==> config.mk <==
export PLATFORM = sky130hd
export DESIGN_NAME = fetch_unit_flat
export DESIGN_NICKNAME = d
export VERILOG_FILES = /design/src/rtl/fetch_unit_if.sv /design/src/rtl/fetch_unit.sv /design/src/flat_wrapper.sv
export SDC_FILE = /design/constraint.sdc
export NUM_CORES = 1
export LEC_CHECK = 0
export ABC_AREA = 0
export CORE_ASPECT_RATIO = 1.5
export CORE_UTILIZATION = 44
export DETAILED_ROUTE_END_ITERATION = 10
export GPL_TIMING_DRIVEN = 0
export HOLD_SLACK_MARGIN = 0.08
export PLACE_DENSITY = 0.86
export SYNTH_ARGS = -nofsm -noshare
export SYNTH_HDL_FRONTEND = slang
export SYNTH_SLANG_ARGS = --single-unit
==> constraint.sdc <==
create_clock -name clk -period 4.06 [get_ports clk]
set_input_delay 0.812 -clock clk [delete_from_list [all_inputs] [get_ports clk]]
set_output_delay 0.812 -clock clk [all_outputs]
set_load 0.1 [all_outputs]
==> src/rtl/fetch_unit_if.sv <==
// Instruction-memory handshake between the fetch stage (master) and imem (slave).
interface fetch_unit_if #(
  parameter int unsigned PC_W    = 8,
  parameter int unsigned INSTR_W = 16
);
  logic               imem_req;
  logic [PC_W-1:0]    imem_addr;
  logic [INSTR_W-1:0] imem_rdata;
  logic               imem_valid;

  modport master (output imem_req, output imem_addr, input imem_rdata, input imem_valid);
  modport slave  (input imem_req, input imem_addr, output imem_rdata, output imem_valid);
endinterface

==> src/rtl/fetch_unit.sv <==
// Instruction-fetch stage: owns the PC, fetches one word per instruction over a
// variable-latency handshake, latches it into IR and presents decode fields.
module fetch_unit #(
  parameter int unsigned PC_W     = 8,
  parameter int unsigned INSTR_W  = 16,
  parameter int unsigned RESET_PC = 0
) (
  input  logic            clk,
  input  logic            rst,
  fetch_unit_if.master    imem,
  input  logic            stall,
  input  logic            ldpc,
  input  logic [PC_W-1:0] target,
  input  logic            halt,
  input  logic            resume,
  output logic [3:0]      opcode,
  output logic [3:0]      rd,
  output logic [3:0]      rs,
  output logic [3:0]      rt,
  output logic [7:0]      imm,
  output logic            instr_valid,
  output logic [PC_W-1:0] pc,
  output logic            halted
);

  typedef enum logic [1:0] {
    S_FETCH  = 2'd0,
    S_WAIT   = 2'd1,
    S_ISSUE  = 2'd2,
    S_HALTED = 2'd3
  } state_e;

  state_e             state_q, state_d;
  logic [PC_W-1:0]    pc_q, pc_d;
  logic [INSTR_W-1:0] ir_q, ir_d;
  logic               instr_valid_q, instr_valid_d;
  logic               halted_q, halted_d;
  logic [PC_W-1:0]    pc_inc;

  assign pc_inc = PC_W'(pc_q + PC_W'(1));

  // Next-state, PC and IR update
  always_comb begin
    state_d = state_q;
    pc_d    = pc_q;
    ir_d    = ir_q;
    unique case (state_q)
      S_FETCH: state_d = S_WAIT;
      S_WAIT: begin
        if (imem.imem_valid) begin
          ir_d    = imem.imem_rdata;
          state_d = S_ISSUE;
        end
      end
      S_ISSUE: begin
        if (!stall) begin
          if (halt) begin
            pc_d    = pc_inc;
            state_d = S_HALTED;
          end else if (ldpc) begin
            pc_d    = target;
            state_d = S_FETCH;
          end else begin
            pc_d    = pc_inc;
            state_d = S_FETCH;
          end
        end
      end
      S_HALTED: begin
        if (resume) state_d = S_FETCH;
      end
      default: state_d = S_FETCH;
    endcase
    instr_valid_d = (state_d == S_ISSUE);
    halted_d      = (state_d == S_HALTED);
  end

  always_ff @(posedge clk or posedge rst) begin
    if (rst) begin
      state_q       <= S_FETCH;
      pc_q          <= PC_W'(RESET_PC);
      ir_q          <= '0;
      instr_valid_q <= 1'b0;
      halted_q      <= 1'b0;
    end else begin
      state_q       <= state_d;
      pc_q          <= pc_d;
      ir_q          <= ir_d;
      instr_valid_q <= instr_valid_d;
      halted_q      <= halted_d;
    end
  end

  // Request is held low while reset is asserted even though state sits in FETCH
  assign imem.imem_req  = (state_q == S_FETCH) && !rst;
  assign imem.imem_addr = pc_q;

  assign opcode      = instr_valid_q ? ir_q[15:12] : 4'hF;
  assign rd          = ir_q[11:8];
  assign rs          = ir_q[7:4];
  assign rt          = ir_q[3:0];
  assign imm         = ir_q[7:0];
  assign instr_valid = instr_valid_q;
  assign pc          = pc_q;
  assign halted      = halted_q;

endmodule
==> src/flat_wrapper.sv <==
// flat-port wrapper written by rule: the top's interface ports become plain ports
module fetch_unit_flat 
#(
  parameter int unsigned PC_W     = 8,
  parameter int unsigned INSTR_W  = 16,
  parameter int unsigned RESET_PC = 0
)
  (clk, rst, stall, ldpc, target, halt, resume, opcode, rd, rs, rt, imm, instr_valid, pc, halted, imem_imem_req, imem_imem_addr, imem_imem_rdata, imem_imem_valid);
  fetch_unit_if #(.PC_W(PC_W), .INSTR_W(INSTR_W)) imem_i ();
  input  logic clk;
  input  logic rst;
  input  logic stall;
  input  logic ldpc;
  input  logic [PC_W-1:0] target;
  input  logic halt;
  input  logic resume;
  output logic [3:0] opcode;
  output logic [3:0] rd;
  output logic [3:0] rs;
  output logic [3:0] rt;
  output logic [7:0] imm;
  output logic instr_valid;
  output logic [PC_W-1:0] pc;
  output logic halted;
  output wire logic [$bits(imem_i.imem_req)-1:0] imem_imem_req;
  output wire logic [$bits(imem_i.imem_addr)-1:0] imem_imem_addr;
  input wire logic [$bits(imem_i.imem_rdata)-1:0] imem_imem_rdata;
  input wire logic [$bits(imem_i.imem_valid)-1:0] imem_imem_valid;
  assign imem_imem_req = imem_i.imem_req;
  assign imem_imem_addr = imem_i.imem_addr;
  assign imem_i.imem_rdata = imem_imem_rdata;
  assign imem_i.imem_valid = imem_imem_valid;
  fetch_unit #(.PC_W(PC_W), .INSTR_W(INSTR_W), .RESET_PC(RESET_PC)) u_core (.clk(clk), .rst(rst), .imem(imem_i), .stall(stall), .ldpc(ldpc), .target(target), .halt(halt), .resume(resume), .opcode(opcode), .rd(rd), .rs(rs), .rt(rt), .imm(imm), .instr_valid(instr_valid), .pc(pc), .halted(halted));
endmodule
Word-level counts from Yosys, hierarchy flattened
Index checks and enable logic that the tools add are counted.
{"block": "op_classes", "addsub": 1, "eq_ne": 5, "muxes": 8, "bitwise_logic": 1, "n_reduce_logical": 5}
{"cell": "$mux 8", "n": 2}
{"cell": "$add 8x1->8 const B", "n": 1}
{"cell": "$eq 2x2->1 const B", "n": 4}
{"cell": "$mux 2", "n": 4}
{"cell": "$pmux 2 s4", "n": 1}
{"cell": "$mux 4", "n": 1}
{"cell": "$reduce_and 2->1", "n": 2}
{"cell": "$eq 2x1->1 const B", "n": 1}
{"cell": "$logic_not 2->1", "n": 1}
{"cell": "$logic_and 1x1->1", "n": 1}
{"cell": "$logic_not 1->1", "n": 1}
{"cell": "$not 1->1", "n": 1}
{"block": "word_totals", "register_bits": 28, "inputBits": 31, "output_inout_bits": 43}

Longest topological paths before layout
{"block": "depth", "depth_word": 4, "ltp_mapped": 6}

Worst setup path after synthesis
Ideal clock, no wire load.
{"block": "synth_path", "kind": "input -> output", "startpoint": "in rst", "endpoint": "out imem_imem_req", "t_arrival_ns": 2.839, "path_slack_ns": 0.409, "path_stages": 1, "cell_sequence": "nor3_1"}
{"block": "synth_between", "elab_chain_cells": 2}
{"element": "from (decl)", "line": "flat_wrapper.sv:11", "rtl": "input logic rst;"}
{"element": "$logic_not 1->1 (no line)"}
{"element": "$logic_and 1x1->1", "line": "fetch_unit.sv:95", "rtl": "assign imem.imem_req = (state_q == S_FETCH) && !rst;"}
{"element": "to (decl)", "line": "flat_wrapper.sv:25", "rtl": "output wire logic [$bits(imem_i.imem_req)-1:0] imem_imem_req;"}
Every way passes these cells.

Worst setup path after layout
Same ends and word-level chain as after synthesis.

==> run summary <==
status: completed
final hold violations: 0
Post-synth EDFFs: 0
CP startpoint kind: primary input
antenna-violating nets left: 0
Rows: 26
clock root buffer: clkbuf_8
Syn Inst Count: 142
first-pass GRT wire length: 5.395 mm
total global routing overflow: 0
syn nets: 174
# clock sinks: 28
synthesis-to-finish area growth: 53.36%
Worst setup EP type: output port
Final Skew: 0.001849 ns
TritonRoute pass-1 iters: 3
Core Region: 0.003383 sq mm
CTS Buffer Depth: 2
post-CTS sizing: 0
clock tree from TritonCTS: yes
Via Count: 1258
top cells by area, synth: dfrtp_1 45%, buf_4 15%, mux2_1 11%
top cell type's share of synthesized area: 45.34%
wirelength, routed: 3.160 mm
Initial Util: 45.67%
pin count of the biggest net entering global routing: 29
final setup violating endpoints: 0
fmax: 295.9 MHz
synth unique cells: 32
DRC viols: 0
final worst path period share: 83.25%
Avg Inst Size Synth: 10.88 sq um
CP Data Arrival Time: 2.57 ns
CTS Hold Buffers Added: 0
register bit total from synthesis: 28
Tot GR Track Use: 18.59%
Skew-Pair Late Insertion Delay: 0.26 ns
Detail Placement HPWL: 2.531 mm
First DRT Iteration DRCs: 10
unrepaired setup endpoints after global routing: false
detailed-route wire length per cell: 12.15 um
nets: 252
sequential fraction of the synthesis area: 45.34%
layout cells sized above 1: 22.02%
Slew Limit Fails: 0
Data required, critical path: 3.25 ns
post-layout util: 70.04%
Worst R2R Setup Slack: 2.61 ns
Die Span X: 50.39 um
worst rel slew slack: 32.60%
Top Ports: 74
actual slew at the worst max-slew pin: 1.010 ns
Primary FF master, synth: dfrtp_1
CTS clk-pin slew, worst paths: 0.08 ns
H-tree depth: 1
CTS buffer count: 3
vias in the first global route: 1263
critical path class: in2out
post-route setup TNS: 0 ns
CP max FO: 2
Synth area leader: dfrtp_1
die height: 74.58 um
Synth async-reset ratio: 100.0%
dominant cell by count in the synthesized netlist: buf_4
Max Cap Viol: 0
Antenna diodes: 0
minimum clock period: 3.380 ns
IO buf count: 73
Post CTS Setup Buffer Count: 0
initial antenna violation count: 0
Post-Synthesis Cell Area: 0.001545 sq mm
vias per inst: 4.838
RePlAce Congestion: 0.7445
Die Footprint: 0.003758 sq mm
Synth warnings: 0
Hold Crit Class: reg2reg
Synth top cells by count: 30 x buf_4, 28 x dfrtp_1, 15 x mux2_1, 8 x nand2b_1
[stage by stage]
stage	worst slack, ns	cell area (sq um)	instances	hold slack (ns)
final	0.6800	2370	260	0.4883
after global routing	0.6603	2370	260	0.5245
after global placement	0.6866	2328	257	0.4646
after floorplan	0.4087	1545	142	0.4551
after detailed placement	0.6939	2328	257	0.4742
after CTS	0.6759	2370	260	0.4945
[path summary, 6_finish.rpt]
path | from | endpoint | cells after the start
max in group asynchronous | rst | u_core.ir_q[0] | 2
worst min-delay path | u_core.ir_q[15] | u_core.ir_q[15] | 1
min in group asynchronous | rst | u_core.imem.imem_addr[2] | 2
worst min register to register | u_core.ir_q[15] | u_core.ir_q[15] | 1
worst max register to register | u_core.state_q[1] | u_core.ir_q[6] | 4
worst max-delay path | rst | imem_imem_req | 3
[layer usage]
| metal | track usage [%] | wire, um | share of wire, % |
|---|---|---|---|
| met1 | 18.86 | 1196 | 38 |
| met2 | 37.48 | 1662 | 53 |
| met3 | 4.090 | 293 | 9.3 |
| met4 | 4.630 | 8 | 0.25 |
| met5 | 0 | 0 | 0 |
[cell type report]
type                            instances  area [sq um]
Buffer                                 32         241.5
Clock buffer                            3         41.29
Fill cell                             281          1013
Inverter                                1         3.754
Multi-Input combinational cell         81         599.3
Sequential cell                        28         700.7
Tap cell                               42         52.55
Timing Repair Buffer                   73         730.7
[critical path: stages]
cell and delay [ns]:
clkdlybuf4s50_1 0.43, nor3_1 0.16, clkdlybuf4s50_1 1.17
[cell families after synthesis]
group	count (synthesis)	synth area share, %
fa+ha+maj	1	0.8096
simple gates	37	13.68
compound gates	25	11.34
mux	18	12.96
flops	28	45.34
buf+inv	33	15.87
[flip-flops by register name, summed over array words and instances, names as in the netlist]
register / cells
u_core.instr_valid: 1
u_core.imem.imem_addr: 8
u_core.ir_q: 16
u_core.halted: 1
u_core.state_q: 2
[cells in the final DEF, fill, tap and decap left out, types with 2 or more instances in the layout]
cell             instances
nor2b_1                  4
nand3_1                  5
a2bb2oi_2                2
a21oi_2                  5
a21oi_1                  6
clkdlybuf4s50_1         73
o21ai_1                  2
nor2_2                   2
o21ai_0                  4
clkbuf_8                 3
nand2_1                  6
nand2b_1                 8
mux2i_1                  2
mux2_1                  15
buf_4                   30
o22ai_1                  3
nor3_1                   2
nor2_1                   3
dfrtp_1                 28
Power is left out: the tool's default activity adds up to more than one toggle a clock period on the data nets, which glitch-free logic cannot reach.
